===== config.mk =====
export PLATFORM = sky130hd
export DESIGN_NAME = dbg_guv_ctl
export DESIGN_NICKNAME = d
export VERILOG_FILES = /design/src/rtl/dbg_guv_pkg.sv /design/src/rtl/dbg_guv_resp_snap.sv /design/src/rtl/dbg_guv_ctl.sv
export SDC_FILE = /design/constraint.sdc
export NUM_CORES = 1
export LEC_CHECK = 0
export CAP_MARGIN = 40
export CORE_ASPECT_RATIO = 0.9
export CORE_MARGIN = 2
export CORE_UTILIZATION = 56
export CTS_CLUSTER_DIAMETER = 200
export DETAILED_ROUTE_END_ITERATION = 10
export HOLD_SLACK_MARGIN = 0.12
export PLACE_DENSITY = 0.92
export SLEW_MARGIN = 20
export SYNTH_ARGS = -nofsm -noshare
export SYNTH_HDL_FRONTEND = slang
export SYNTH_SLANG_ARGS = --single-unit

===== constraint.sdc =====
create_clock -name clk -period 2.6 [get_ports clk]
set_input_delay 0.26 -clock clk [delete_from_list [all_inputs] [get_ports clk]]
set_output_delay 0.26 -clock clk [all_outputs]
set_load 0.005 [all_outputs]

===== src/rtl/dbg_guv_pkg.sv =====
// Shared encodings for the debug-governor control front-end: command FSM states,
// shadow register map, response layout and control-code helpers.
package dbg_guv_pkg;

  typedef enum logic {
    CMD_FSM_ADDR = 1'b0,
    CMD_FSM_DATA = 1'b1
  } cmd_fsm_t;

  // Register selector is 4 bits wide; REG_ADDR_WIDTH must be at least 4.
  typedef enum logic [3:0] {
    REG_DROP_CNT      = 4'd0,
    REG_LOG_CNT       = 4'd1,
    REG_INJ_TDATA     = 4'd2,
    REG_INJ_TVALID    = 4'd3,
    REG_INJ_TLAST     = 4'd4,
    REG_INJ_TKEEP     = 4'd5,
    REG_INJ_TDEST     = 4'd6,
    REG_INJ_TID       = 4'd7,
    REG_KEEP_PAUSING  = 4'd8,
    REG_KEEP_LOGGING  = 4'd9,
    REG_KEEP_DROPPING = 4'd10
  } reg_sel_t;

  localparam int REG_LAST = 10;

  localparam int RESP_FLITS = 4;

  localparam int FLIT0_KEEP_PAUSING  = 0;
  localparam int FLIT0_KEEP_LOGGING  = 1;
  localparam int FLIT0_KEEP_DROPPING = 2;
  localparam int FLIT0_INJ_TVALID    = 3;
  localparam int FLIT0_PAUSE         = 4;
  localparam int FLIT0_OVERFLOW      = 5;
  localparam int FLIT0_ADDR_LSB      = 8;

  function automatic logic [31:0] reg_commit(input int unsigned w);
    return (32'd1 << w) - 32'd1;
  endfunction

  function automatic logic [31:0] reg_readback(input int unsigned w);
    return (32'd1 << w) - 32'd2;
  endfunction

endpackage


===== src/rtl/dbg_guv_resp_snap.sv =====
// Readback snapshot and AXIS serializer: captures live governor state on request
// and emits it as a fixed four-flit response, tracking dropped requests.
module dbg_guv_resp_snap
  import dbg_guv_pkg::*;
#(
  parameter int DATA_WIDTH = 32,
  parameter int CNT_SIZE   = 16,
  parameter int ADDR_WIDTH = 10,
  parameter int ADDR       = 0
) (
  input  logic                  i_clk,
  input  logic                  i_rst,
  input  logic                  i_readback,
  input  logic                  i_keep_pausing,
  input  logic                  i_keep_logging,
  input  logic                  i_keep_dropping,
  input  logic                  i_inj_vld,
  input  logic                  i_pause,
  input  logic [CNT_SIZE-1:0]   i_drop_cnt,
  input  logic [CNT_SIZE-1:0]   i_log_cnt,
  input  logic [DATA_WIDTH-1:0] i_pass_cnt,
  input  logic                  i_resp_rdy,
  output logic [DATA_WIDTH-1:0] o_resp_data,
  output logic                  o_resp_vld,
  output logic                  o_resp_last
);

  logic [DATA_WIDTH-1:0] r_flit [RESP_FLITS];
  logic [1:0]            r_idx;
  logic                  r_busy;
  logic                  r_ovf;
  logic [DATA_WIDTH-1:0] w_flit0;
  logic                  w_hs;
  logic                  w_last;

  always_comb begin
    w_flit0 = '0;
    w_flit0[FLIT0_ADDR_LSB +: ADDR_WIDTH] = ADDR_WIDTH'(ADDR);
    w_flit0[FLIT0_OVERFLOW]      = r_ovf;
    w_flit0[FLIT0_PAUSE]         = i_pause;
    w_flit0[FLIT0_INJ_TVALID]    = i_inj_vld;
    w_flit0[FLIT0_KEEP_DROPPING] = i_keep_dropping;
    w_flit0[FLIT0_KEEP_LOGGING]  = i_keep_logging;
    w_flit0[FLIT0_KEEP_PAUSING]  = i_keep_pausing;
  end

  assign w_hs   = r_busy && i_resp_rdy;
  assign w_last = (r_idx == 2'(RESP_FLITS - 1));

  // Snapshot / serializer stage
  always_ff @(posedge i_clk) begin
    if (i_rst) begin
      r_busy <= 1'b0;
      r_idx  <= '0;
      r_ovf  <= 1'b0;
      for (int i = 0; i < RESP_FLITS; i++) r_flit[i] <= '0;
    end else begin
      if (i_readback && !r_busy) begin
        r_flit[0] <= w_flit0;
        r_flit[1] <= DATA_WIDTH'(i_drop_cnt);
        r_flit[2] <= DATA_WIDTH'(i_log_cnt);
        r_flit[3] <= i_pass_cnt;
        r_busy    <= 1'b1;
        r_idx     <= '0;
      end else if (w_hs) begin
        if (w_last) begin
          r_busy <= 1'b0;
          r_idx  <= '0;
        end else begin
          r_idx <= r_idx + 2'd1;
        end
      end
      // The flag is cleared only by the flit0 that actually reported it; a new drop wins.
      if (i_readback && r_busy)
        r_ovf <= 1'b1;
      else if (w_hs && r_idx == 2'd0 && r_flit[0][FLIT0_OVERFLOW])
        r_ovf <= 1'b0;
    end
  end

  assign o_resp_data = r_busy ? r_flit[r_idx] : '0;
  assign o_resp_vld  = r_busy;
  assign o_resp_last = r_busy && w_last;

endmodule


===== src/rtl/dbg_guv_ctl.sv =====
// Debug-governor control front-end: decodes the daisy-chained command stream into
// shadow registers, commits them to live governor controls and serves readbacks.
module dbg_guv_ctl
  import dbg_guv_pkg::*;
#(
  parameter int DATA_WIDTH     = 32,
  parameter int DEST_WIDTH     = 16,
  parameter int ID_WIDTH       = 16,
  parameter int CNT_SIZE       = 16,
  parameter int ADDR_WIDTH     = 10,
  parameter int REG_ADDR_WIDTH = 4,
  parameter int ADDR           = 0,
  parameter int PIPE_STAGE     = 1
) (
  input  logic                    clk,
  input  logic                    rst,
  input  logic [DATA_WIDTH-1:0]   cmd_in_TDATA,
  input  logic                    cmd_in_TVALID,
  output logic                    cmd_in_TREADY,
  output logic [DATA_WIDTH-1:0]   cmd_out_TDATA,
  output logic                    cmd_out_TVALID,
  input  logic                    cmd_out_TREADY,
  input  logic                    in_flit,
  input  logic                    log_flit,
  input  logic                    out_flit,
  output logic [DATA_WIDTH-1:0]   inj_TDATA,
  output logic                    inj_TVALID,
  input  logic                    inj_TREADY,
  output logic [DATA_WIDTH/8-1:0] inj_TKEEP,
  output logic [DEST_WIDTH-1:0]   inj_TDEST,
  output logic [ID_WIDTH-1:0]     inj_TID,
  output logic                    inj_TLAST,
  output logic                    pause,
  output logic                    drop,
  output logic                    log_en,
  output logic [DATA_WIDTH-1:0]   resp_TDATA,
  output logic                    resp_TVALID,
  input  logic                    resp_TREADY,
  output logic                    resp_TLAST
);

  localparam int KEEP_W = DATA_WIDTH / 8;
  localparam logic [REG_ADDR_WIDTH-1:0] L_REG_COMMIT   = REG_ADDR_WIDTH'(reg_commit(REG_ADDR_WIDTH));
  localparam logic [REG_ADDR_WIDTH-1:0] L_REG_READBACK = REG_ADDR_WIDTH'(reg_readback(REG_ADDR_WIDTH));
  localparam logic [REG_ADDR_WIDTH-1:0] L_REG_LAST     = REG_ADDR_WIDTH'(REG_LAST);
  localparam logic [ADDR_WIDTH-1:0]     L_CORE         = ADDR_WIDTH'(ADDR);

  function automatic logic [DATA_WIDTH-1:0] sat_inc(input logic [DATA_WIDTH-1:0] v);
    return (v == '1) ? v : v + 1'b1;
  endfunction

  function automatic logic [CNT_SIZE-1:0] dec_to_zero(input logic [CNT_SIZE-1:0] v,
                                                       input logic            en);
    return (en && v != '0) ? v - 1'b1 : v;
  endfunction

  logic [ADDR_WIDTH-1:0]     w_core;
  logic [REG_ADDR_WIDTH-1:0] w_reg;
  logic                      w_acc;
  logic                      w_for_me;
  logic                      w_fwd;
  cmd_fsm_t                  r_state;
  cmd_fsm_t                  w_state_nxt;
  reg_sel_t                  r_reg_sel;
  logic                      w_commit;
  logic                      w_readback;
  logic                      w_sel_wr;
  logic                      w_data_wr;

  logic [CNT_SIZE-1:0]   r_sh_drop_cnt, r_sh_log_cnt;
  logic [DATA_WIDTH-1:0] r_sh_inj_data;
  logic                  r_sh_inj_vld, r_sh_inj_last;
  logic [KEEP_W-1:0]     r_sh_inj_keep;
  logic [DEST_WIDTH-1:0] r_sh_inj_dest;
  logic [ID_WIDTH-1:0]   r_sh_inj_id;
  logic                  r_sh_keep_pausing, r_sh_keep_logging, r_sh_keep_dropping;

  logic [CNT_SIZE-1:0]   r_drop_cnt, r_log_cnt;
  logic [DATA_WIDTH-1:0] r_inj_data;
  logic                  r_inj_vld, r_inj_last;
  logic [KEEP_W-1:0]     r_inj_keep;
  logic [DEST_WIDTH-1:0] r_inj_dest;
  logic [ID_WIDTH-1:0]   r_inj_id;
  logic                  r_keep_pausing, r_keep_logging, r_keep_dropping;
  logic [DATA_WIDTH-1:0] r_pass_cnt;
  logic                  w_pause;

  assign w_core   = cmd_in_TDATA[ADDR_WIDTH+REG_ADDR_WIDTH-1:REG_ADDR_WIDTH];
  assign w_reg    = cmd_in_TDATA[REG_ADDR_WIDTH-1:0];
  assign w_acc    = cmd_in_TVALID && cmd_in_TREADY;
  assign w_for_me = (w_core == L_CORE);
  // A data flit belongs to this core regardless of its bit pattern.
  assign w_fwd    = (r_state == CMD_FSM_ADDR) && !w_for_me;

  always_comb begin
    w_state_nxt = r_state;
    w_commit    = 1'b0;
    w_readback  = 1'b0;
    w_sel_wr    = 1'b0;
    w_data_wr   = 1'b0;
    if (w_acc) begin
      case (r_state)
        CMD_FSM_ADDR: begin
          if (w_for_me) begin
            if (w_reg == L_REG_COMMIT) begin
              w_commit = 1'b1;
            end else if (w_reg == L_REG_READBACK) begin
              w_readback = 1'b1;
            end else if (w_reg <= L_REG_LAST) begin
              w_sel_wr    = 1'b1;
              w_state_nxt = CMD_FSM_DATA;
            end
          end
        end
        CMD_FSM_DATA: begin
          w_data_wr   = 1'b1;
          w_state_nxt = CMD_FSM_ADDR;
        end
        default: w_state_nxt = CMD_FSM_ADDR;
      endcase
    end
  end

  // Command decode stage
  always_ff @(posedge clk) begin
    if (rst) begin
      r_state   <= CMD_FSM_ADDR;
      r_reg_sel <= REG_DROP_CNT;
    end else begin
      r_state <= w_state_nxt;
      if (w_sel_wr) r_reg_sel <= reg_sel_t'(w_reg[3:0]);
    end
  end

  generate
    if (PIPE_STAGE != 0) begin : g_pipe
      logic [DATA_WIDTH-1:0] r_cmd_data;
      logic                  r_cmd_vld;
      // Forwarding stage
      always_ff @(posedge clk) begin
        if (rst) begin
          r_cmd_vld  <= 1'b0;
          r_cmd_data <= '0;
        end else if (w_acc) begin
          r_cmd_vld <= w_fwd;
          if (w_fwd) r_cmd_data <= cmd_in_TDATA;
        end else if (cmd_out_TREADY) begin
          r_cmd_vld <= 1'b0;
        end
      end
      assign cmd_in_TREADY  = !r_cmd_vld || cmd_out_TREADY;
      assign cmd_out_TVALID = r_cmd_vld;
      assign cmd_out_TDATA  = r_cmd_data;
    end else begin : g_comb
      assign cmd_in_TREADY  = cmd_out_TREADY;
      assign cmd_out_TVALID = cmd_in_TVALID && w_fwd;
      assign cmd_out_TDATA  = cmd_in_TDATA;
    end
  endgenerate

  // Shadow register stage
  always_ff @(posedge clk) begin
    if (rst) begin
      r_sh_drop_cnt      <= '0;
      r_sh_log_cnt       <= '0;
      r_sh_inj_data      <= '0;
      r_sh_inj_vld       <= 1'b0;
      r_sh_inj_last      <= 1'b0;
      r_sh_inj_keep      <= '0;
      r_sh_inj_dest      <= '0;
      r_sh_inj_id        <= '0;
      r_sh_keep_pausing  <= 1'b0;
      r_sh_keep_logging  <= 1'b0;
      r_sh_keep_dropping <= 1'b0;
    end else if (w_data_wr) begin
      case (r_reg_sel)
        REG_DROP_CNT:      r_sh_drop_cnt      <= cmd_in_TDATA[CNT_SIZE-1:0];
        REG_LOG_CNT:       r_sh_log_cnt       <= cmd_in_TDATA[CNT_SIZE-1:0];
        REG_INJ_TDATA:     r_sh_inj_data      <= cmd_in_TDATA;
        REG_INJ_TVALID:    r_sh_inj_vld       <= cmd_in_TDATA[0];
        REG_INJ_TLAST:     r_sh_inj_last      <= cmd_in_TDATA[0];
        REG_INJ_TKEEP:     r_sh_inj_keep      <= cmd_in_TDATA[KEEP_W-1:0];
        REG_INJ_TDEST:     r_sh_inj_dest      <= cmd_in_TDATA[DEST_WIDTH-1:0];
        REG_INJ_TID:       r_sh_inj_id        <= cmd_in_TDATA[ID_WIDTH-1:0];
        REG_KEEP_PAUSING:  r_sh_keep_pausing  <= cmd_in_TDATA[0];
        REG_KEEP_LOGGING:  r_sh_keep_logging  <= cmd_in_TDATA[0];
        REG_KEEP_DROPPING: r_sh_keep_dropping <= cmd_in_TDATA[0];
        default: ;
      endcase
    end else if (w_commit) begin
      // One-shot fields are consumed by a commit; persistent modes and payload stay.
      r_sh_drop_cnt <= '0;
      r_sh_log_cnt  <= '0;
      r_sh_inj_vld  <= 1'b0;
    end
  end

  // Live control stage
  always_ff @(posedge clk) begin
    if (rst) begin
      r_drop_cnt      <= '0;
      r_log_cnt       <= '0;
      r_inj_data      <= '0;
      r_inj_vld       <= 1'b0;
      r_inj_last      <= 1'b0;
      r_inj_keep      <= '0;
      r_inj_dest      <= '0;
      r_inj_id        <= '0;
      r_keep_pausing  <= 1'b0;
      r_keep_logging  <= 1'b0;
      r_keep_dropping <= 1'b0;
      r_pass_cnt      <= '0;
    end else begin
      if (w_commit) begin
        r_drop_cnt      <= r_sh_drop_cnt;
        r_log_cnt       <= r_sh_log_cnt;
        r_inj_data      <= r_sh_inj_data;
        r_inj_vld       <= r_sh_inj_vld;
        r_inj_last      <= r_sh_inj_last;
        r_inj_keep      <= r_sh_inj_keep;
        r_inj_dest      <= r_sh_inj_dest;
        r_inj_id        <= r_sh_inj_id;
        r_keep_pausing  <= r_sh_keep_pausing;
        r_keep_logging  <= r_sh_keep_logging;
        r_keep_dropping <= r_sh_keep_dropping;
      end else begin
        r_drop_cnt <= dec_to_zero(r_drop_cnt, in_flit);
        r_log_cnt  <= dec_to_zero(r_log_cnt, log_flit);
        if (r_inj_vld && inj_TREADY) r_inj_vld <= 1'b0;
      end
      if (out_flit) r_pass_cnt <= sat_inc(r_pass_cnt);
    end
  end

  assign w_pause    = r_keep_pausing && r_drop_cnt == '0 && r_log_cnt == '0;
  assign pause      = w_pause;
  assign log_en     = r_keep_logging || r_log_cnt != '0;
  assign drop       = r_keep_dropping || r_drop_cnt != '0;
  assign inj_TDATA  = r_inj_data;
  assign inj_TVALID = r_inj_vld;
  assign inj_TKEEP  = r_inj_keep;
  assign inj_TDEST  = r_inj_dest;
  assign inj_TID    = r_inj_id;
  assign inj_TLAST  = r_inj_last;

  dbg_guv_resp_snap #(
    .DATA_WIDTH (DATA_WIDTH),
    .CNT_SIZE   (CNT_SIZE),
    .ADDR_WIDTH (ADDR_WIDTH),
    .ADDR       (ADDR)
  ) u_resp_snap (
    .i_clk           (clk),
    .i_rst           (rst),
    .i_readback      (w_readback),
    .i_keep_pausing  (r_keep_pausing),
    .i_keep_logging  (r_keep_logging),
    .i_keep_dropping (r_keep_dropping),
    .i_inj_vld       (r_inj_vld),
    .i_pause         (w_pause),
    .i_drop_cnt      (r_drop_cnt),
    .i_log_cnt       (r_log_cnt),
    .i_pass_cnt      (r_pass_cnt),
    .i_resp_rdy      (resp_TREADY),
    .o_resp_data     (resp_TDATA),
    .o_resp_vld      (resp_TVALID),
    .o_resp_last     (resp_TLAST)
  );

endmodule


; After elaboration in Yosys (flattened, before gate mapping)
; Memory sizes are Yosys's and may differ from the RTL's. A register that Yosys moved wholly into a read port is not among the register bits.
; Index checks and enable logic that the tools add are counted.
[totals]
ff_bits = 284
ram_bits = 128
in_bits = 41
out_inout_bits = 141
memories = 1
[op_classes]
add_sub_neg = 4
magnitude_cmp = 1
eq_ne = 17
mux = 52
bitwise_logic = 6
reduce_logical = 49
[memory_table]
columns = name, words, word_bits, rd, rd_clocked_by_memory_dff, wr, line_no
row1 = u_resp_snap.r_flit, 4, 32, 2, 1, 4, dbg_guv_resp_snap.sv:28  ; logic [DATA_WIDTH-1:0] r_flit [RESP_FLITS];
[op_table]
columns = cell, n
row1 = $mux W32, 5
row2 = $mux W16, 9
row3 = $mux W1, 34
row4 = $add A32 B1 Y32 const B, 1
row5 = $eq A32 B32 Y1 const B, 1
row6 = $logic_not A16 Y1, 2
row7 = $reduce_bool A16 Y1, 2
row8 = $sub A16 B1 Y16 const B, 2
row9 = $reduce_and A2 Y1, 14
row10 = $eq A4 B4 Y1 const B, 5
row11 = $eq A4 B3 Y1 const B, 4
row12 = $reduce_bool A2 Y1, 8
row13 = $logic_and A1 B1 Y1, 13
row14 = $logic_not A10 Y1, 1
row15 = $eq A4 B2 Y1 const B, 2
row16 = $mux W2, 3
row17 = $ne A2 B1 Y1 const B, 3
row18 = $eq A4 B1 Y1 const B, 1
row19 = $le A4 B4 Y1 const B, 1
row20 = $logic_not A4 Y1, 1
row21 = $or A1 B1 Y1, 4
row22 = $logic_not A1 Y1, 3
row23 = $logic_or A1 B1 Y1, 3
row24 = $add A2 B1 Y2 const B, 1
row25 = other kinds (5), 6

; Depth between registers and ports, before layout
; Gate-level depths: netlist (run 1).
[logic_depth]
depth_word = 11
ltp_mapped = 9
depth_no_buf = 7

; Cells and area by module
; Synthesis (run 1) repeated with hierarchy kept, for this count alone.
[unflattened]
cells_unflattened = 1596
hier_area_um2 = 14564.0
[by_module_without_submodules]
columns = mod, instances, cells_per_inst, area_each_um2
row1 = dbg_guv_ctl, 1, 1347, 11149.4
row2 = dbg_guv_resp_snap, 1, 249, 3414.5

; Worst setup path after synthesis (run 1)
; No wires, ideal clock.
[synth_timing]
path_kind = input -> register
startpoint = input cmd_in_TDATA[3]
endpoint = memory u_resp_snap.r_flit[0][0] (enable)
setup_time_ps = 399
t_arrival_ps = 1921
path_slack_ps = 281
cell_stages = 5
path_cell_list = clkbuf_1 -> and2_1 -> nand4_1 -> nor4_1 -> or2_2
[synth_lines]
columns = item, line_no
row1 = from (decl), dbg_guv_ctl.sv:17  ; input logic [DATA_WIDTH-1:0] cmd_in_TDATA,
row2 = to (decl), dbg_guv_resp_snap.sv:28

; Final worst setup path (run 1)
[layout_timing]
startpoint = register r_drop_cnt[2]
endpoint = output drop
[layout_via]
elab_chain_len = 2
[layout_rtl]
columns = item, line_no
row1 = from (decl), dbg_guv_ctl.sv:78  ; logic [CNT_SIZE-1:0] r_drop_cnt, r_log_cnt;
row2 = from (signal assigned), dbg_guv_ctl.sv:215  ; r_drop_cnt <= r_sh_drop_cnt;
row3 = from (signal assigned), dbg_guv_ctl.sv:227  ; r_drop_cnt <= dec_to_zero(r_drop_cnt, in_flit);
row4 = $reduce_bool A16 Y1, dbg_guv_ctl.sv:238  ; assign drop = r_keep_dropping || r_drop_cnt != '0;
row5 = $logic_or A1 B1 Y1, dbg_guv_ctl.sv:238
row6 = to (decl), dbg_guv_ctl.sv:34  ; output logic drop,
; No other way between the ends.

==> impl_results.html, run 1 <==
<table>
<tr><th>Metric</th><th>Value</th></tr>
<tr><th colspan="2">Outcome</th></tr>
<tr><td>Run status</td><td>finished with violations</td></tr>
<tr><td>Violations in the final reports</td><td>setup timing</td></tr>
<tr><th colspan="2">Timing</th></tr>
<tr><td>Slew Limit Headroom</td><td>0.569</td></tr>
<tr><td>Post-Route Skew</td><td>11.1 ps</td></tr>
<tr><td># setup viols final</td><td>1</td></tr>
<tr><td>Slew at the pin closest to its max-slew limit</td><td>641 ps</td></tr>
<tr><td>Number of hold-slack violations in the final timing report</td><td>0</td></tr>
<tr><td>Period utilization</td><td>1.05</td></tr>
<tr><td>Min Tclk post-route</td><td>about 2700 ps</td></tr>
<tr><td>Number of slew-limit violations in the final report</td><td>0</td></tr>
<tr><td>Final setup TNS</td><td>-121 ps</td></tr>
<tr><td>PnR worst setup slack</td><td>-121 ps</td></tr>
<tr><td>Peak Freq</td><td>368 MHz</td></tr>
<tr><th colspan="2">GRT</th></tr>
<tr><td>Global-route wire length before repair</td><td>~63 mm</td></tr>
<tr><td>Initial antenna violation count</td><td>0</td></tr>
<tr><td>Via count of the first global-routing pass</td><td>~12000</td></tr>
<tr><td>Global route overflow</td><td>0</td></tr>
<tr><td>Overall track demand over capacity in global routing</td><td>0.275</td></tr>
<tr><td>Largest net degree at the start of global routing</td><td>around 130</td></tr>
<tr><th colspan="2">Floorplanning</th></tr>
<tr><td>Die boundary height</td><td>~160 µm</td></tr>
<tr><td>Horizontal die dimension</td><td>176 µm</td></tr>
<tr><td>Die area</td><td>approximately 28000 µm²</td></tr>
<tr><td>Rows</td><td>56</td></tr>
<tr><td>Core region area</td><td>26100 µm²</td></tr>
<tr><td>Starting density of the core</td><td>0.571</td></tr>
<tr><td>I/O pins</td><td>about 180</td></tr>
<tr><th colspan="2">Layout</th></tr>
<tr><td>Post-Route Utilization</td><td>0.710</td></tr>
<tr><td>Count of non-filler cells in the finished layout</td><td>roughly 2100</td></tr>
<tr><td>Layout net count</td><td>approximately 1800</td></tr>
<tr><td>Share of final-layout standard cells stronger than drive strength 1</td><td>0.121</td></tr>
<tr><td>Area delta synth-&gt;final</td><td>24.5%</td></tr>
<tr><td>Number of antenna repair diodes</td><td>0</td></tr>
<tr><td>Fin area</td><td>between 15000 and 20000 µm²</td></tr>
<tr><th colspan="2">CTS</th></tr>
<tr><td>Bufs on Longest Clock Path</td><td>3</td></tr>
<tr><td>Root buf cell</td><td>sky130_fd_sc_hd__clkbuf_16</td></tr>
<tr><td>Clock-pin slew of the registers on the worst-case setup and hold paths</td><td>~60 ps</td></tr>
<tr><td>H-tree levels</td><td>2</td></tr>
<tr><td>Num Clock Sinks</td><td>between 300 and 400</td></tr>
<tr><td>Clock tree from TritonCTS</td><td>built</td></tr>
<tr><td>Total clock buffers created by CTS</td><td>36</td></tr>
<tr><td>Number of buffers inserted by hold repair at cts</td><td>0</td></tr>
<tr><td>Latest clock arrival within the worst-skew pair</td><td>just over 500 ps</td></tr>
<tr><th colspan="2">Yosys</th></tr>
<tr><td>Sequential-to-total area share from yosys stat</td><td>0.525</td></tr>
<tr><td>Synthesis Warnings</td><td>0</td></tr>
<tr><td>Synth top area share</td><td>0.384</td></tr>
<tr><td>Dominant register cell in the synthesized netlist</td><td>sky130_fd_sc_hd__dfxtp_1</td></tr>
<tr><td>Distinct cell type count after synthesis</td><td>66</td></tr>
<tr><td>Average footprint of a synthesized cell</td><td>approximately 9.3 µm²</td></tr>
<tr><td>Total of flip-flops plus latches after synthesis</td><td>about 360</td></tr>
<tr><td>Synth area leader</td><td>sky130_fd_sc_hd__dfxtp_1</td></tr>
<tr><td>Post-Syn Nets</td><td>1649</td></tr>
<tr><td>Post-synthesis cell area</td><td>approximately 15000 µm²</td></tr>
<tr><td>Synth async-reset ratio</td><td>0</td></tr>
<tr><td>Number of enable-type register cells in the synthesized netlist</td><td>70</td></tr>
<tr><td>Number of cells produced by synthesis</td><td>between 1500 and 2000</td></tr>
<tr><td>Most area-consuming cells after synthesis</td><td>sky130_fd_sc_hd__dfxtp_1, sky130_fd_sc_hd__edfxtp_1, sky130_fd_sc_hd__nand2_1</td></tr>
<tr><th colspan="2">Setup path</th></tr>
<tr><td>Crit path arrival time</td><td>2460 ps</td></tr>
<tr><td>Required time worst endpoint</td><td>around 2300 ps</td></tr>
<tr><td>Critical R2R Launch</td><td>r_log_cnt[0]$_SDFFE_PP0P_</td></tr>
<tr><td>Capturing element of the worst setup path</td><td>drop</td></tr>
<tr><td>Startpoint type of the worst setup path</td><td>register</td></tr>
<tr><td>Destination of the worst register-to-register timing path</td><td>r_log_cnt[1]$_SDFFE_PP0P_</td></tr>
<tr><td>R2R cell count</td><td>7</td></tr>
<tr><td>Crit path from</td><td>r_drop_cnt[2]$_SDFFE_PP0P_</td></tr>
<tr><td>Element type at the critical path end</td><td>output pin</td></tr>
<tr><td>Critical path start-end classification</td><td>register to output pin</td></tr>
<tr><td>Worst Path Max Fanout</td><td>6</td></tr>
<tr><td>Internal reg-to-reg setup slack</td><td>between 200 and 250 ps</td></tr>
<tr><th colspan="2">Drt</th></tr>
<tr><td>Starting DRT DRC Count</td><td>between 1000 and 1500</td></tr>
<tr><td>Post-route DRC violation count</td><td>0</td></tr>
<tr><td>Detailed-route via count</td><td>approximately 13000</td></tr>
<tr><td>Antenna-violating nets left</td><td>0</td></tr>
<tr><td>First drt pass iteration count</td><td>6</td></tr>
<tr><td>Final routed wire length divided by cell count</td><td>roughly 18 µm</td></tr>
<tr><td>Average vias per placed instance</td><td>roughly 6</td></tr>
<tr><td>Drt total wl</td><td>39.7 mm</td></tr>
<tr><th colspan="2">Place</th></tr>
<tr><td>Worst setup slack after placement</td><td>approximately 80 ps</td></tr>
<tr><td>Routability-driven placement congestion ratio</td><td>about 0.88</td></tr>
<tr><td>Cell area after placement</td><td>roughly 17000 µm²</td></tr>
<tr><td>Detailed-placement wirelength estimate</td><td>between 20 and 30 mm</td></tr>
<tr><td>I/O Buffers</td><td>roughly 180</td></tr>
<tr><td>Cell count after placement</td><td>between 2000 and 2500</td></tr>
<tr><th colspan="2">Power</th></tr>
<tr><td>Sequential Power Share</td><td>0.426</td></tr>
<tr><td>Reported net switching power</td><td>between 4 and 5 mW</td></tr>
<tr><td>Internal power contribution</td><td>roughly 11 mW</td></tr>
<tr><td>Portion of total power attributed to the clock network</td><td>0.366</td></tr>
<tr><td>Leakage</td><td>6.44 nW</td></tr>
<tr><td>Peak supply drop</td><td>around 0.7 mV</td></tr>
<tr><td>Fraction of power spent switching nets</td><td>0.278</td></tr>
<tr><td>Combinational power share</td><td>0.208</td></tr>
<tr><td>Pwr Density</td><td>roughly 800 nW/µm²</td></tr>
<tr><th colspan="2">Run</th></tr>
<tr><td>Maxcap violations</td><td>0</td></tr>
<tr><th colspan="2">Worst hold path</th></tr>
<tr><td>Path type of the worst min-delay path</td><td>input port to register</td></tr>
</table>
cells in the mapped netlist, drive strengths merged (22+ instances only):
library cell	count
mux2i	46
buf	30
nand2b	25
dfxtp	286
nand2	348
a211oi	35
nor3	22
a21oi	178
clkbuf	84
nor2	93
edfxtp	70
xnor2	23
and2	100
per-layer routing:
metal	wire length, µm	track usage	vias to the layer above
met5	0	0	-
met4	1230	0.0838	0
met3	4210	0.0599	112
met2	18700	0.449	669
met1	15600	0.366	6045
li1	-	-	5838
critical path, stage by stage, from the launching register on:
cell                            delay (ps)
sky130_fd_sc_hd__dfxtp_1               370
sky130_fd_sc_hd__nor4_1                610
sky130_fd_sc_hd__and4_1                360
sky130_fd_sc_hd__buf_4                 130
sky130_fd_sc_hd__buf_4                 120
sky130_fd_sc_hd__nand2b_1               90
sky130_fd_sc_hd__dlygate4sd2_1         280
cell type report:
type / count / area (µm²)
clock inverter: 13 / 206
sequential: 356 / 7830
fill: 1736 / 7580
multi-input combinational: 1116 / 6610
timing repair buffer: 246 / 2410
inverter: 15 / 56.3
tap: 348 / 435
clock buffer: 51 / 1010
cells in the final DEF (no fill, tap or decap), drive strengths merged, types with 5 or more instances in the layout:
cell type      Yosys  routed
nand3             20      20
o21ai             17      17
clkdlybuf4s50      0     177
nor2b             15      15
a211oi            35      35
dfxtp            286     286
xnor2             23      23
a22oi             11      11
buf               30      65
nand2b            25      25
nor2              93      93
and4              10      10
bufinv             0       5
clkbuf            84      52
nor4              16      16
or4               13      13
nor4b             19      19
a21oi            178     178
edfxtp            70      70
ha                 7       7
clkinv             0       6
or3               17      17
mux2i             46      46
o31ai              7       7
nand2            348     348
and3               6       6
nand4             13      13
xor2              10      10
or2                5       5
mux4               6       6
a31o              15      15
and2             100     100
inv               15      16
mux2              11      11
nor3              22      22
power by group through the flow:
stage               Clock, mW  Combinational (mW)  Sequential [mW]
CTS                      5.36                2.76             6.20
detailed placement          0                2.56             6.29
global route             5.58                3.20             6.24
global placement            0                2.44             6.27
finish                   5.34                3.03             6.22
floorplan                   0                1.72             6.21
worst min-delay path by stage:
stage / endpoint / depth (start not counted) / startpoint / slack (ps)
5_1_grt: r_pass_cnt[18]$_SDFFE_PP0P_ / 2 / rst / 280
6_report: r_pass_cnt[22]$_SDFFE_PP0P_ / 2 / rst / 250
3_3_place_gp: inj_TDATA[11]$_SDFFE_PP0P_ / 2 / inj_TDATA[11]$_SDFFE_PP0P_ / 440
3_5_place_dp: cmd_out_TDATA[13]$_SDFFE_PP0P_ / 2 / cmd_out_TDATA[13]$_SDFFE_PP0P_ / 450
4_1_cts: r_pass_cnt[22]$_SDFFE_PP0P_ / 2 / rst / 240
2_1_floorplan: u_resp_snap.o_resp_vld$_SDFFE_PP0P_ / 1 / resp_TREADY / 360
through the flow:
step | total power, mW | hold slack (ps)
after global placement | 8.71 | 437
after CTS | 14.3 | 242
after global routing | 15.0 | 283
after detailed placement | 8.85 | 446
final | 14.6 | 247
after floorplan | 7.93 | 356
sequential cells by signal, summed over array words and instances (netlist names), 32 cells and up, named ones only:
| register | flops |
|---|---|
| r_sh_inj_data | 32 |
| u_resp_snap.r_flit | 70 |
| r_pass_cnt | 32 |
| cmd_out_TDATA | 32 |
| inj_TDATA | 32 |
cells by family after synthesis:
family | after synthesis | synth area share
fa+ha+maj | 7 | 0.00587
flops | 356 | 0.525
buf+inv | 129 | 0.0389
xor+xnor | 33 | 0.0194
compound gates | 279 | 0.119
simple gates | 734 | 0.244
mux | 63 | 0.0483
what timing repair did:
action / 4_1_cts / 5_1_grt
pin swaps: 2 / 2
endpoints found under the setup margin: 35 / 2
gates resized for setup: 20 / 6
setup buffers: 2 / 3
Power figures use the tool's default switching activity.
==> run 2: changes to the inputs <==
--- a/config.mk
+++ b/config.mk
@@ -12,7 +12,7 @@
 export CTS_CLUSTER_DIAMETER = 200
 export DETAILED_ROUTE_END_ITERATION = 10
 export HOLD_SLACK_MARGIN = 0.12
-export PLACE_DENSITY = 0.92
+export PLACE_DENSITY = 0.8
 export SLEW_MARGIN = 20
 export SYNTH_ARGS = -nofsm -noshare
 export SYNTH_HDL_FRONTEND = slang
==> run 2 against run 1 <==
Against the previous run: the flow now finishes without violations; sequential cell count unchanged; cell count hardly changed; global-route usage fell by 1.4 points; sequential share of layout area up 0.14 points; utilization decreased by 0.20 points; die area unchanged; wire length down 6.1%; register-to-register slack improved by 60 ps; critical endpoint is now pause; highest routed layer unchanged.
==> impl_results.html, run 2 (synthesis results as in run 1) <==
<table>
<tr><th>Metric</th><th>Value</th></tr>
<tr><th colspan="2">Place</th></tr>
<tr><td>Worst setup slack after placement</td><td>-196 ps</td></tr>
<tr><td>Cell count after placement</td><td>between 2000 and 2500</td></tr>
<tr><td>Detailed-placement wirelength estimate</td><td>24.3 mm</td></tr>
<tr><td>I/O Buffers</td><td>between 150 and 200</td></tr>
<tr><td>Routability-driven placement congestion ratio</td><td>0.881</td></tr>
<tr><td>Cell area after placement</td><td>17200 µm²</td></tr>
<tr><th colspan="2">Drt</th></tr>
<tr><td>First drt pass iteration count</td><td>5</td></tr>
<tr><td>Antenna-violating nets left</td><td>0</td></tr>
<tr><td>Post-route DRC violation count</td><td>0</td></tr>
<tr><td>Starting DRT DRC Count</td><td>roughly 1100</td></tr>
<tr><td>Drt total wl</td><td>between 30 and 40 mm</td></tr>
<tr><td>Average vias per placed instance</td><td>5.66</td></tr>
<tr><td>Detailed-route via count</td><td>approximately 12000</td></tr>
<tr><td>Final routed wire length divided by cell count</td><td>17.3 µm</td></tr>
<tr><th colspan="2">Timing</th></tr>
<tr><td># setup viols final</td><td>0</td></tr>
<tr><td>Min Tclk post-route</td><td>approximately 2500 ps</td></tr>
<tr><td>Number of slew-limit violations in the final report</td><td>0</td></tr>
<tr><td>Number of hold-slack violations in the final timing report</td><td>0</td></tr>
<tr><td>Slew Limit Headroom</td><td>0.567</td></tr>
<tr><td>PnR worst setup slack</td><td>65.7 ps</td></tr>
<tr><td>Slew at the pin closest to its max-slew limit</td><td>~650 ps</td></tr>
<tr><td>Post-Route Skew</td><td>~15 ps</td></tr>
<tr><td>Final hold slack</td><td>roughly 330 ps</td></tr>
<tr><td>Peak Freq</td><td>just under 400 MHz</td></tr>
<tr><td>Period utilization</td><td>0.975</td></tr>
<tr><td>Final setup TNS</td><td>0 ps</td></tr>
<tr><th colspan="2">CTS</th></tr>
<tr><td>Bufs on Longest Clock Path</td><td>3</td></tr>
<tr><td>Latest clock arrival within the worst-skew pair</td><td>roughly 520 ps</td></tr>
<tr><td>Clock tree from TritonCTS</td><td>built</td></tr>
<tr><td>Root buf cell</td><td>sky130_fd_sc_hd__clkbuf_16</td></tr>
<tr><td>H-tree levels</td><td>2</td></tr>
<tr><td>Num Clock Sinks</td><td>between 300 and 400</td></tr>
<tr><td>Total clock buffers created by CTS</td><td>35</td></tr>
<tr><td>Clock-pin slew of the registers on the worst-case setup and hold paths</td><td>roughly 60 ps</td></tr>
<tr><th colspan="2">Worst hold path</th></tr>
<tr><td>Number of cells traversed by the worst hold path</td><td>3</td></tr>
<tr><td>Path type of the worst min-delay path</td><td>input port to register</td></tr>
<tr><th colspan="2">Setup path</th></tr>
<tr><td>R2R cell count</td><td>7</td></tr>
<tr><td>Element type at the critical path end</td><td>output pin</td></tr>
<tr><td>Crit path arrival time</td><td>2270 ps</td></tr>
<tr><td>Startpoint type of the worst setup path</td><td>register</td></tr>
<tr><td>Worst Path Max Fanout</td><td>4</td></tr>
<tr><td>Required time worst endpoint</td><td>2340 ps</td></tr>
<tr><td>Critical path start-end classification</td><td>register to output pin</td></tr>
<tr><th colspan="2">Floorplanning</th></tr>
<tr><td>Horizontal die dimension</td><td>176 µm</td></tr>
<tr><td>Die area</td><td>approximately 28000 µm²</td></tr>
<tr><td>Core region area</td><td>between 20000 and 30000 µm²</td></tr>
<tr><td>Starting density of the core</td><td>0.571</td></tr>
<tr><td>Die boundary height</td><td>~160 µm</td></tr>
<tr><td>I/O pins</td><td>around 180</td></tr>
<tr><td>Rows</td><td>between 50 and 60</td></tr>
<tr><th colspan="2">Layout</th></tr>
<tr><td>Number of antenna repair diodes</td><td>0</td></tr>
<tr><td>Area delta synth-&gt;final</td><td>24.1%</td></tr>
<tr><td>Share of final-layout standard cells stronger than drive strength 1</td><td>0.123</td></tr>
<tr><td>Fin area</td><td>about 19000 µm²</td></tr>
<tr><td>Register bank with the most flops</td><td>u_resp_snap.r_flit</td></tr>
<tr><td>Most common cell after layout, fill and taps aside</td><td>sky130_fd_sc_hd__nand2_1</td></tr>
<tr><td>Number of inserted filler cells in the final layout</td><td>1915</td></tr>
<tr><td>Flip-flop count of the largest register after layout</td><td>70</td></tr>
<tr><td>Post-Route Utilization</td><td>0.708</td></tr>
<tr><td>Commonest non-fill, non-tap cells in the layout</td><td>sky130_fd_sc_hd__nand2_1, sky130_fd_sc_hd__dfxtp_1, sky130_fd_sc_hd__a21oi_1, sky130_fd_sc_hd__clkdlybuf4s50_1, sky130_fd_sc_hd__and2_1</td></tr>
<tr><td>Count of non-filler cells in the finished layout</td><td>approximately 2100</td></tr>
<tr><td>Area used by sequential logic in the layout</td><td>7840 µm²</td></tr>
<tr><td>Area used by multi-input combinational logic</td><td>roughly 6600 µm²</td></tr>
<tr><td>Layout net count</td><td>1821</td></tr>
<tr><th colspan="2">GRT</th></tr>
<tr><td>Initial antenna violation count</td><td>0</td></tr>
<tr><td>Via count of the first global-routing pass</td><td>11416</td></tr>
<tr><td>Global-route wire length before repair</td><td>between 50 and 60 mm</td></tr>
<tr><td>Largest net degree at the start of global routing</td><td>139</td></tr>
<tr><td>Global route overflow</td><td>0</td></tr>
<tr><td>Overall track demand over capacity in global routing</td><td>0.261</td></tr>
<tr><th colspan="2">Power</th></tr>
<tr><td>Sequential Power Share</td><td>0.436</td></tr>
<tr><td>Reported net switching power</td><td>around 3.9 mW</td></tr>
<tr><td>Fraction of power spent switching nets</td><td>0.273</td></tr>
<tr><td>Internal power contribution</td><td>10.4 mW</td></tr>
<tr><td>Combinational power share</td><td>0.204</td></tr>
<tr><td>Final total power</td><td>around 14 mW</td></tr>
<tr><td>Portion of total power attributed to the clock network</td><td>0.361</td></tr>
<tr><td>Pwr Density</td><td>slightly below 800 nW/µm²</td></tr>
<tr><td>Peak supply drop</td><td>around 0.5 mV</td></tr>
<tr><td>Leakage</td><td>6.40 nW</td></tr>
<tr><th colspan="2">Run</th></tr>
<tr><td>Maxcap violations</td><td>0</td></tr>
<tr><th colspan="2">Outcome</th></tr>
<tr><td>Run status</td><td>complete, no violations</td></tr>
</table>
run 2: area by class of cell:
cell class                      count  area share
Inverter                           15     0.00304
Tap cell                          348      0.0235
Multi-Input combinational cell   1116       0.357
Timing Repair Buffer              249       0.130
Clock buffer                       48      0.0528
Clock inverter                     15      0.0101
Sequential cell                   356       0.424
run 2: path summary, 6_finish.rpt:
path,startpoint,endpoint,slack [ps]
setup / recovery,r_drop_cnt[0]$_SDFFE_PP0P_,pause,70
hold / removal,cmd_in_TDATA[27],cmd_out_TDATA[27]$_SDFFE_PP0P_,330
setup reg to reg,r_log_cnt[0]$_SDFFE_PP0P_,r_log_cnt[1]$_SDFFE_PP0P_,300
hold reg to reg,inj_TDEST[2]$_SDFFE_PP0P_,inj_TDEST[2]$_SDFFE_PP0P_,450
run 2: power by group through the flow:
stage	sequential, mW	combinational, mW	clock, mW
floorplan	6.21	1.72	0
global placement	6.28	2.44	0
detailed placement	6.30	2.50	0
CTS	6.20	2.74	5.20
global route	6.25	3.12	5.44
finish	6.22	2.91	5.15
run 2: what timing repair did:
| item | 4_1_cts | 5_1_grt |
|---|---|---|
| setup endpoints to repair | 34 | 3 |
| hold buffers | 1 | 0 |
| endpoints found under the hold margin | 3 | 0 |
| pin swaps | 5 | 4 |
| setup buffers | 3 | 7 |
| gates resized for setup | 22 | 8 |
run 2: layer usage:
layer  wire (µm)  track usage  vias up  part of all wire
li1            -            -     5855                 -
met1       16400        0.362     5865              0.44
met2       17200        0.411      379              0.46
met3        2730       0.0625       60             0.073
met4         838       0.0699        0             0.023
met5           0            0        -                 0
run 2: worst max-delay path, stage by stage, from the launching register on:
cell and delay, ps:
sky130_fd_sc_hd__dfxtp_1 340, sky130_fd_sc_hd__inv_2 90, sky130_fd_sc_hd__ha_4 150, sky130_fd_sc_hd__nor4b_4 240, sky130_fd_sc_hd__and4_4 270, sky130_fd_sc_hd__buf_4 100
sky130_fd_sc_hd__nand2_1 80, sky130_fd_sc_hd__nor3_2 120, sky130_fd_sc_hd__buf_4 140, sky130_fd_sc_hd__dlygate4sd2_1 240
==> run 3: changes to the inputs <==
==> constraint.sdc (replaced) <==
create_clock -name clk -period 2.6 [get_ports clk]
set_input_delay 0.26 -clock clk [delete_from_list [all_inputs] [get_ports clk]]
set_output_delay 0.26 -clock clk [all_outputs]
set_load 0.1 [all_outputs]
==> run 3 against run 2 <==
Against the previous run: the run now ends with setup timing left; total power is 1.5% higher; via count is 0.21% higher; worst hold slack worse by 100 ps; first-iteration DRC count is 10% higher; clock skew is 5.8 ps higher; critical endpoint is now log_en; non-clock buffer count is 5 lower; largest power group unchanged.
==> impl_results.html, run 3 (synthesis results as in run 1) <==
<table>
<tr><th>Metric</th><th>Value</th></tr>
<tr><th colspan="2">Timing</th></tr>
<tr><td>Post-Route Skew</td><td>20.3 ps</td></tr>
<tr><td>Slew at the pin closest to its max-slew limit</td><td>around 640 ps</td></tr>
<tr><td>PnR worst setup slack</td><td>-7.25 ps</td></tr>
<tr><td># setup viols final</td><td>1</td></tr>
<tr><td>Peak Freq</td><td>384 MHz</td></tr>
<tr><td>Slew Limit Headroom</td><td>0.567</td></tr>
<tr><td>Number of slew-limit violations in the final report</td><td>0</td></tr>
<tr><td>Number of hold-slack violations in the final timing report</td><td>0</td></tr>
<tr><td>Period utilization</td><td>1.00</td></tr>
<tr><td>Min Tclk post-route</td><td>between 2000 and 3000 ps</td></tr>
<tr><td>RSZ-0062 raised after global routing</td><td>true</td></tr>
<tr><td>Final setup TNS</td><td>-7.25 ps</td></tr>
<tr><th colspan="2">Setup path</th></tr>
<tr><td>Critical path start-end classification</td><td>register to output pin</td></tr>
<tr><td>Crit path arrival time</td><td>roughly 2400 ps</td></tr>
<tr><td>Critical-path cell list</td><td>or4_4 -&gt; nor3_4 -&gt; nand2_2 -&gt; or3_4 -&gt; buf_12</td></tr>
<tr><td>Critical R2R Launch</td><td>r_log_cnt[0]$_SDFFE_PP0P_</td></tr>
<tr><td>Worst Path Max Fanout</td><td>5</td></tr>
<tr><td>Worst path max stage delay</td><td>approximately 550 ps</td></tr>
<tr><td>Internal reg-to-reg setup slack</td><td>~190 ps</td></tr>
<tr><td>Startpoint type of the worst setup path</td><td>register</td></tr>
<tr><td>Cell with the largest stage delay on the worst path</td><td>sky130_fd_sc_hd__or4_4</td></tr>
<tr><td>R2R cell count</td><td>7</td></tr>
<tr><td>Required time worst endpoint</td><td>between 2000 and 2500 ps</td></tr>
<tr><td>Destination of the worst register-to-register timing path</td><td>r_log_cnt[1]$_SDFFE_PP0P_</td></tr>
<tr><td>Element type at the critical path end</td><td>output pin</td></tr>
<tr><th colspan="2">Layout</th></tr>
<tr><td>Share of final-layout standard cells stronger than drive strength 1</td><td>0.209</td></tr>
<tr><td>Fin area</td><td>roughly 19000 µm²</td></tr>
<tr><td>Number of inserted filler cells in the final layout</td><td>between 1500 and 2000</td></tr>
<tr><td>Flip-flop count of the largest register after layout</td><td>70</td></tr>
<tr><td>Area delta synth-&gt;final</td><td>24.6%</td></tr>
<tr><td>Area used by sequential logic in the layout</td><td>roughly 7800 µm²</td></tr>
<tr><td>Most common cell after layout, fill and taps aside</td><td>sky130_fd_sc_hd__nand2_1</td></tr>
<tr><td>Register bank with the most flops</td><td>u_resp_snap.r_flit</td></tr>
<tr><td>Commonest non-fill, non-tap cells in the layout</td><td>sky130_fd_sc_hd__nand2_1, sky130_fd_sc_hd__dfxtp_1, sky130_fd_sc_hd__a21oi_1</td></tr>
<tr><td>Area used by multi-input combinational logic</td><td>about 6600 µm²</td></tr>
<tr><td>Layout net count</td><td>~1800</td></tr>
<tr><th colspan="2">CTS</th></tr>
<tr><td>Clock tree from TritonCTS</td><td>built</td></tr>
<tr><td>Clock-pin slew of the registers on the worst-case setup and hold paths</td><td>roughly 60 ps</td></tr>
<tr><td>Total clock buffers created by CTS</td><td>36</td></tr>
<tr><td>Bufs on Longest Clock Path</td><td>3</td></tr>
<tr><td>Num Clock Sinks</td><td>~360</td></tr>
<tr><td>Latest clock arrival within the worst-skew pair</td><td>approximately 530 ps</td></tr>
<tr><td>H-tree levels</td><td>2</td></tr>
<tr><td>Root buf cell</td><td>sky130_fd_sc_hd__clkbuf_16</td></tr>
<tr><th colspan="2">GRT</th></tr>
<tr><td>Fraction of met1 tracks used by global routing</td><td>0.360</td></tr>
<tr><td>Most Used Layer, Global Route</td><td>met2</td></tr>
<tr><td>Largest net degree at the start of global routing</td><td>around 80</td></tr>
<tr><td>Overall track demand over capacity in global routing</td><td>0.267</td></tr>
<tr><td>Met2 Usage GRT</td><td>0.424</td></tr>
<tr><td>Via count of the first global-routing pass</td><td>between 10000 and 15000</td></tr>
<tr><td>Global-route wire length before repair</td><td>between 60 and 70 mm</td></tr>
<tr><td>Global-route track usage on met3</td><td>0.0675</td></tr>
<tr><td>Initial antenna violation count</td><td>3</td></tr>
<tr><td>Global route overflow</td><td>0</td></tr>
<tr><th colspan="2">Worst hold path</th></tr>
<tr><td>Number of cells traversed by the worst hold path</td><td>2</td></tr>
<tr><td>Hold endpoint</td><td>r_pass_cnt[28]$_SDFFE_PP0P_</td></tr>
<tr><td>Startpoint of the worst hold path</td><td>rst</td></tr>
<tr><td>Path type of the worst min-delay path</td><td>input port to register</td></tr>
<tr><th colspan="2">Place</th></tr>
<tr><td>Routability-driven placement congestion ratio</td><td>about 0.85</td></tr>
<tr><td>I/O Buffers</td><td>roughly 180</td></tr>
<tr><td>Worst setup slack after placement</td><td>~39 ps</td></tr>
<tr><td>Detailed-placement wirelength estimate</td><td>~25 mm</td></tr>
<tr><td>Cell area after placement</td><td>approximately 17000 µm²</td></tr>
<tr><th colspan="2">Outcome</th></tr>
<tr><td>Run status</td><td>finished with violations</td></tr>
<tr><td>Violations in the final reports</td><td>setup timing</td></tr>
<tr><th colspan="2">Drt</th></tr>
<tr><td>First drt pass iteration count</td><td>5</td></tr>
<tr><td>Detailed-route via count</td><td>between 10000 and 15000</td></tr>
<tr><td>Drt total wl</td><td>roughly 38 mm</td></tr>
<tr><td>Final routed wire length divided by cell count</td><td>approximately 18 µm</td></tr>
<tr><td>Starting DRT DRC Count</td><td>about 1200</td></tr>
<tr><td>Antenna-violating nets left</td><td>0</td></tr>
<tr><td>Average vias per placed instance</td><td>roughly 5.7</td></tr>
<tr><td>Post-route DRC violation count</td><td>0</td></tr>
<tr><th colspan="2">Power</th></tr>
<tr><td>Peak supply drop</td><td>0.611 mV</td></tr>
<tr><td>Pwr Density</td><td>780 nW/µm²</td></tr>
<tr><td>Final total power</td><td>14.5 mW</td></tr>
<tr><td>Leakage</td><td>~6.8 nW</td></tr>
<tr><th colspan="2">Floorplanning</th></tr>
<tr><td>Horizontal die dimension</td><td>about 180 µm</td></tr>
<tr><td>Rows</td><td>between 50 and 60</td></tr>
<tr><td>Die area</td><td>between 20000 and 30000 µm²</td></tr>
<tr><td>Core region area</td><td>about 26000 µm²</td></tr>
<tr><td>Die boundary height</td><td>159 µm</td></tr>
<tr><td>I/O pins</td><td>182</td></tr>
<tr><td>Starting density of the core</td><td>0.571</td></tr>
<tr><th colspan="2">Run</th></tr>
<tr><td>Maxcap violations</td><td>0</td></tr>
</table>
## run 3: cell types whose count changed in the layout (fill, tap and decap cells not counted), sizes merged
| cell | change |
|---|---|
| buf | +137 |
| bufinv | -4 |
| clkbuf | +5 |
| clkdlybuf4s50 | -138 |
| clkinvlp | -1 |
| diode | +1 |
| dlygate4sd2 | -2 |
| dlygate4sd3 | -1 |
| inv | +1 |
## run 3: metrics by stage
step,cells,hold WS (ps),util
finish,2145,233,0.711
global route,2144,245,0.711
CTS,2139,228,0.708
detailed placement,2073,444,0.662
global placement,2073,439,0.662
floorplan,1601,356,-
## run 3: per-layer routing
metal,vias up,routed length (µm),part of all wire
met3,71,3270,0.086
met1,5822,15900,0.42
met4,2,896,0.024
met5,-,13,0.00034
li1,5843,-,-
met2,446,17800,0.47
## run 3: worst max path at each step
stage,startpoint,end,slack (ps),depth (start not counted)
final,r_log_cnt[3]$_SDFFE_PP0P_,log_en,-7,5
after global routing,r_log_cnt[3]$_SDFFE_PP0P_,log_en,-80,5
after CTS,r_log_cnt[2]$_SDFFE_PP0P_,log_en,-6,5
after detailed placement,cmd_in_TDATA[4],inj_TDATA[2]$_SDFFE_PP0P_,40,8
after global placement,cmd_in_TDATA[4],inj_TVALID$_SDFFE_PP0P_,130,8
after floorplan,r_log_cnt[2]$_SDFFE_PP0P_,u_resp_snap.r_flit[0][4]$_SDFFCE_PN0P_,-60,5
## run 3: area by class of cell
type                            instances  share of cell area
Sequential cell                       356               0.422
Multi-Input combinational cell       1116               0.357
Timing Repair Buffer                  244               0.132
Clock buffer                           54              0.0570
Tap cell                              348              0.0234
Clock inverter                         11             0.00505
Inverter                               15             0.00303
Antenna cell                            1            0.000135
## run 3: worst max-delay path, delay by kind of cell (launching register included)
family | cells | cell delay [ps]
simple gates | 4 | 1290
buf+inv | 1 | 180
flops | 1 | 350
## run 3: power by group
part | leakage [nW] | total (mW) | internal [mW] | switching (mW)
registers | 3.02 | 6.25 | 5.91 | 0.345
clock network | 0.567 | 5.00 | 2.85 | 2.15
logic | 3.18 | 3.25 | 1.33 | 1.92
total | 6.76 | 14.5 | 10.1 | 4.42
## run 3: repair_timing
action                     4_1_cts  5_1_grt
buffers inserted                 1        5
resized for setup               10       14
hold buffers                     0        0
setup endpoints to repair        6        2
pin swaps                        0        3
